### config.mk
export PLATFORM = sky130hd
export DESIGN_NAME = axil_cfg_master
export DESIGN_NICKNAME = d
export VERILOG_FILES = /design/src/rtl/axil_cfg_master.sv
export SDC_FILE = /design/constraint.sdc
export NUM_CORES = 1
export LEC_CHECK = 0
export CORE_ASPECT_RATIO = 0.7
export CORE_MARGIN = 2
export CORE_UTILIZATION = 44
export CTS_BUF_LIST = sky130_fd_sc_hd__clkbuf_16
export CTS_CLUSTER_SIZE = 28
export DETAILED_ROUTE_END_ITERATION = 12
export GPL_ROUTABILITY_DRIVEN = 0
export GPL_TIMING_DRIVEN = 0
export PLACE_DENSITY = 0.86
export SETUP_SLACK_MARGIN = 0.4
export SLEW_MARGIN = 20
export SYNTH_ARGS = -nofsm -noshare
export SYNTH_HDL_FRONTEND = slang
export SYNTH_SLANG_ARGS = --single-unit
### constraint.sdc
create_clock -name m_axi_aclk -period 4.4 [get_ports m_axi_aclk]
set_input_delay 0.88 -clock m_axi_aclk [delete_from_list [all_inputs] [get_ports m_axi_aclk]]
set_output_delay 0.88 -clock m_axi_aclk [all_outputs]
set_load 0.01 [all_outputs]
### src/rtl/axil_cfg_master.sv
// AXI4-Lite initiator: turns single command requests into one AXI4-Lite write or
// read at a time and hands the slave's response back to the requester.
module axil_cfg_master #(
   parameter int unsigned ADDR_WIDTH     = 32,
   parameter int unsigned DATA_WIDTH     = 32,
   parameter int unsigned TIMEOUT_CYCLES = 1024
) (
   input  logic                      m_axi_aclk,
   input  logic                      m_axi_aresetn,
   input  logic                      cmd_valid,
   output logic                      cmd_ready,
   input  logic                      cmd_write,
   input  logic [ADDR_WIDTH-1:0]     cmd_addr,
   input  logic [DATA_WIDTH-1:0]     cmd_wdata,
   input  logic [DATA_WIDTH/8-1:0]   cmd_wstrb,
   output logic                      rsp_valid,
   input  logic                      rsp_ready,
   output logic [DATA_WIDTH-1:0]     rsp_rdata,
   output logic [1:0]                rsp_resp,
   output logic                      rsp_write,
   output logic                      timeout,
   output logic [ADDR_WIDTH-1:0]     m_axi_awaddr,
   output logic [2:0]                m_axi_awprot,
   output logic                      m_axi_awvalid,
   input  logic                      m_axi_awready,
   output logic [DATA_WIDTH-1:0]     m_axi_wdata,
   output logic [DATA_WIDTH/8-1:0]   m_axi_wstrb,
   output logic                      m_axi_wvalid,
   input  logic                      m_axi_wready,
   input  logic [1:0]                m_axi_bresp,
   input  logic                      m_axi_bvalid,
   output logic                      m_axi_bready,
   output logic [ADDR_WIDTH-1:0]     m_axi_araddr,
   output logic [2:0]                m_axi_arprot,
   output logic                      m_axi_arvalid,
   input  logic                      m_axi_arready,
   input  logic [DATA_WIDTH-1:0]     m_axi_rdata,
   input  logic [1:0]                m_axi_rresp,
   input  logic                      m_axi_rvalid,
   output logic                      m_axi_rready
);

   localparam int unsigned STRB_W = DATA_WIDTH / 8;
   localparam int unsigned TW     = (TIMEOUT_CYCLES > 0) ? $clog2(TIMEOUT_CYCLES + 1) : 1;
   localparam logic [TW-1:0] TO_MAX  = TW'(TIMEOUT_CYCLES);
   localparam logic [TW-1:0] TO_LAST = TW'(TIMEOUT_CYCLES - 1);

   typedef enum logic [2:0] {
      S_IDLE,
      S_WADDR,
      S_WRESP,
      S_RADDR,
      S_RDATA,
      S_RSP
   } state_t;

   state_t                  r_state;
   logic                    r_cmd_ready;
   logic [ADDR_WIDTH-1:0]   r_addr;
   logic [DATA_WIDTH-1:0]   r_wdata;
   logic [STRB_W-1:0]       r_wstrb;
   logic                    r_awvalid;
   logic                    r_wvalid;
   logic                    r_bready;
   logic                    r_arvalid;
   logic                    r_rready;
   logic                    r_rsp_valid;
   logic [DATA_WIDTH-1:0]   r_rsp_rdata;
   logic [1:0]              r_rsp_resp;
   logic                    r_rsp_write;
   logic [TW-1:0]           r_timer;
   logic                    r_timeout;

   logic w_busy;
   logic w_aw_fire;
   logic w_w_fire;

   assign w_busy    = (r_state == S_WADDR) || (r_state == S_WRESP) ||
                      (r_state == S_RADDR) || (r_state == S_RDATA);
   assign w_aw_fire = r_awvalid & m_axi_awready;
   assign w_w_fire  = r_wvalid & m_axi_wready;

   // Transaction sequencer; the timer only flags slow slaves, it never aborts a transfer.
   always_ff @(posedge m_axi_aclk or negedge m_axi_aresetn) begin
      if (!m_axi_aresetn) begin
         r_state     <= S_IDLE;
         r_cmd_ready <= 1'b1;
         r_addr      <= '0;
         r_wdata     <= '0;
         r_wstrb     <= '0;
         r_awvalid   <= 1'b0;
         r_wvalid    <= 1'b0;
         r_bready    <= 1'b0;
         r_arvalid   <= 1'b0;
         r_rready    <= 1'b0;
         r_rsp_valid <= 1'b0;
         r_rsp_rdata <= '0;
         r_rsp_resp  <= 2'b00;
         r_rsp_write <= 1'b0;
         r_timer     <= '0;
         r_timeout   <= 1'b0;
      end else begin
         if (w_busy) begin
            if (r_timer != TO_MAX) r_timer <= r_timer + TW'(1);
            if ((TIMEOUT_CYCLES != 0) && (r_timer == TO_LAST)) r_timeout <= 1'b1;
         end

         case (r_state)
            S_IDLE: begin
               if (cmd_valid && r_cmd_ready) begin
                  r_cmd_ready <= 1'b0;
                  r_addr      <= cmd_addr;
                  r_wdata     <= cmd_wdata;
                  r_wstrb     <= cmd_wstrb;
                  r_timer     <= '0;
                  r_timeout   <= 1'b0;
                  if (cmd_write) begin
                     r_awvalid <= 1'b1;
                     r_wvalid  <= 1'b1;
                     r_state   <= S_WADDR;
                  end else begin
                     r_arvalid <= 1'b1;
                     r_state   <= S_RADDR;
                  end
               end
            end
            S_WADDR: begin
               if (w_aw_fire) r_awvalid <= 1'b0;
               if (w_w_fire)  r_wvalid  <= 1'b0;
               if ((!r_awvalid || w_aw_fire) && (!r_wvalid || w_w_fire)) begin
                  r_bready <= 1'b1;
                  r_state  <= S_WRESP;
               end
            end
            S_WRESP: begin
               if (m_axi_bvalid) begin
                  r_bready    <= 1'b0;
                  r_rsp_resp  <= m_axi_bresp;
                  r_rsp_rdata <= '0;
                  r_rsp_write <= 1'b1;
                  r_rsp_valid <= 1'b1;
                  r_state     <= S_RSP;
               end
            end
            S_RADDR: begin
               if (m_axi_arready) begin
                  r_arvalid <= 1'b0;
                  r_rready  <= 1'b1;
                  r_state   <= S_RDATA;
               end
            end
            S_RDATA: begin
               if (m_axi_rvalid) begin
                  r_rready    <= 1'b0;
                  r_rsp_resp  <= m_axi_rresp;
                  r_rsp_rdata <= m_axi_rdata;
                  r_rsp_write <= 1'b0;
                  r_rsp_valid <= 1'b1;
                  r_state     <= S_RSP;
               end
            end
            S_RSP: begin
               if (rsp_ready) begin
                  r_rsp_valid <= 1'b0;
                  r_cmd_ready <= 1'b1;
                  r_state     <= S_IDLE;
               end
            end
            default: begin
               r_state <= S_IDLE;
            end
         endcase
      end
   end

   assign cmd_ready     = r_cmd_ready;
   assign rsp_valid     = r_rsp_valid;
   assign rsp_rdata     = r_rsp_rdata;
   assign rsp_resp      = r_rsp_resp;
   assign rsp_write     = r_rsp_write;
   assign timeout       = r_timeout;
   assign m_axi_awaddr  = r_addr;
   assign m_axi_awprot  = 3'b000;
   assign m_axi_awvalid = r_awvalid;
   assign m_axi_wdata   = r_wdata;
   assign m_axi_wstrb   = r_wstrb;
   assign m_axi_wvalid  = r_wvalid;
   assign m_axi_bready  = r_bready;
   assign m_axi_araddr  = r_addr;
   assign m_axi_arprot  = 3'b000;
   assign m_axi_arvalid = r_arvalid;
   assign m_axi_rready  = r_rready;

endmodule
==> impl_metrics.csv <==
group,metric,value,unit
route,drtAntennaViolNets,0,
yosys,synth_common_cells,"dfrtp_1 (124), mux2_1 (69), buf_4 (39)",
cts,cts_hold_buf,0,
die,core,11800,sq um
min_path,min_path_type,"in -> async",
sta,period_needed,2.43,ns
global_route,grt_pass1_vias,4487,
yosys,ys_seq_area_frac,0.584,
final_layout,drive_above_1_share,0.127,
cts,post_cts_buffers,0,
critical_path,r2r-start,"r_state[1]$_DFFE_PN0P_",
critical_path,worstPathMaxFanout,7,
yosys,synth_simple_gate_area_frac,0.0668,
yosys,synthesis.area,5360,sq um
global_route,grt-ovfl-total,0,
critical_path,end_kind,"output pin",
global_route,grt_pass1_wl,23100,um
critical_path,critPathSlowestCell,"dfstp_2",
route,routed_wl,15200,um
die,fp.dieArea,13100,sq um
yosys,synth_top_cell_by_area,"dfrtp_1",
yosys,synth_edf_count,0,
final_layout,final_util,0.744,
sta,fin_ws,1.97,ns
placed_design,place_hpwl,11700,um
power,total_leakage_power,3.95,nW
critical_path,r2r_slack,2.40,ns
yosys,yosysMostFrequentCell,"dfrtp_1",
route,vias,4349,
placed_design,pre_cts_ws,1.70,ns
cts,cts.repair.resized,0,
sta,clock_skew,0.00886,ns
route,drt-vias-per-instance,5.03,
final_layout,fin_nets,811,
final_layout,diodes,0,
cts,cts.clk_slew.worst_paths,0.06,ns
status,status,"complete, no violations",
yosys,ys_async_sr_fraction,1.00,
die,initial_core_util,0.454,
die,dieWidth,136,um
yosys,synth_top_area_frac,0.579,
final_layout,area_delta_synth_final,63.9,%
critical_path,arrival,1.55,ns
critical_path,critical_path_class,"reg -> out",
yosys,ys_ff_latch,125,
critical_path,startpoint_type,"flop",
sta,setup_violations,0,
sta,period_share,0.552,
yosys,synth_compound_area_frac,0.106,
critical_path,cp_top_family,"flip-flops",
power,vdd_drop_max,0.432,mV
cts,clockBufferDepth,2,
cts,cts_sinks,125,
yosys,ys_warn_count,0,
placed_design,dp_cells,833,
route,drt-pass1-iter-count,4,
cts,cts_root_buffer,"clkbuf_16",
sta,finalSetupTns,0,ns
die,num_rows,33,
yosys,synthAdderAreaFrac,0.00467,
critical_path,cp.required,3.52,ns
sta,hold_viol_final,0,
yosys,synth_cells,414,
final_layout,stdcell_count,865,
yosys,syn_area_per_cell,12.9,sq um
sta,drv_slew,0,
global_route,antenna_found_initial,0,
global_route,track_usage,0.232,
power,power_density,711,nW/um^2
critical_path,slowest_delay,0.60,ns
final_layout,fillers,756,
sta,fmax,411,MHz
sta,rsz0062_at_grt,"false",
yosys,synthMuxAreaShare,0.151,
yosys,synth-main-ff-cell,"dfrtp_1",
critical_path,worstPathBufferInverterCount,1,
critical_path,rr_endpoint,"m_axi_wdata[29]$_DFFE_PN0P_",
placed_design,portBuffers,256,
critical_path,crit_chain,"clkdlybuf4s50_1",
critical_path,ff2ff_path_depth,6,
die,die_y,96.3,um
cts,cts-htree-levels,4,
cts,clk-insertion-delay-late,0.40,ns
flow_run,max_cap_violations,0,
yosys,ys_top_cells_by_area,"dfrtp_1 (58%), mux2_1 (14%), buf_4 (5.5%), a22o_1 (5.2%), a21oi_1 (1.5%)",
cts,cts_tree,"done",
die,pin_count,263,
cts,cts_buffers,17,
global_route,grt_max_degree,79,
yosys,synth_top_family_by_area,"multiplexers",
route,drtIter0Drc,138,
route,drc,0,
yosys,synth-xor-area-share,0.00654,
sta,hold_slack,0.411,ns
yosys,synth.distinct_cells,49,
route,detail_route.wl_per_cell,17.6,um
flip-flops by register name, indices dropped and copies added, names as in the netlist, 2 cells and up:
name / count
m_axi_wstrb: 4
m_axi_wdata: 32
r_state: 3
r_timer: 11
rsp_resp: 2
rsp_rdata: 32
m_axi_araddr: 32
cells in the final DEF (no fill, tap or decap), types with 6 or more instances in the layout:
cell type	synthesis	routed
a21oi_1	16	16
a22o_1	32	32
buf_2	14	14
buf_4	39	39
clkbuf_16	0	17
clkdlybuf4s50_1	0	255
conb_1	1	6
dfrtp_1	124	124
inv_1	10	11
mux2_1	69	69
nand2_1	15	15
nand3_1	7	7
nor2_1	10	10
o21ai_0	8	8
layer usage:
layer,routed length (um),track usage
met5,0,0
met4,442,0.111
met3,1200,0.0742
met2,7710,0.397
met1,5890,0.269
per-stage QoR:
stage                     power, W  cell area [sq um]
after floorplan            0.00322               5380
after global placement     0.00470               8140
after detailed placement   0.00481               8170
after CTS                  0.00630               8790
after global routing       0.00660               8790
final                      0.00625               8790
worst max-delay path by stage:
stage	startpoint	end	slack, ns	depth (start not counted)
floorplan	cmd_valid	r_state[1]$_DFFE_PN0P_	2.49	4
global placement	m_axi_aresetn	m_axi_awvalid$_DFFE_PN0P_	-2.23	1
detailed placement	cmd_valid	m_axi_wdata[29]$_DFFE_PN0P_	1.70	5
CTS	cmd_ready$_DFFE_PN1P_	cmd_ready	1.95	1
global route	cmd_ready$_DFFE_PN1P_	cmd_ready	1.92	1
finish	cmd_ready$_DFFE_PN1P_	cmd_ready	1.97	1
final cells by class:
type / instances / area [sq um] / share of cell area
clock buffer: 17 / 425 / 0.0484
timing repair buffer: 257 / 2590 / 0.295
inverter: 10 / 37.5 / 0.00427
tap: 157 / 196 / 0.0224
sequential: 125 / 3130 / 0.356
buffer: 60 / 397 / 0.0451
clock inverter: 15 / 194 / 0.0221
multi-input combinational: 224 / 1820 / 0.207
cells by family (layout without fill, tap and decap cells):
family,Yosys count,in the layout
muxes,72,72
xor gates and xnor gates,4,4
other,1,6
and+or+nand+nor,63,63
buffers and inverters,70,359
AOI/OAI and AO/OA,77,77
adders and majority gates,2,2
DFF,125,125
report_power, final:
part	switching [W]	internal (W)	leakage (nW)	total [W]
Sequential	0.000364	0.00166	1.60	0.00202
Clock	0.000509	0.000947	0.297	0.00146
Combinational	0.00111	0.00166	2.05	0.00276
Power figures use the tool's default switching activity.
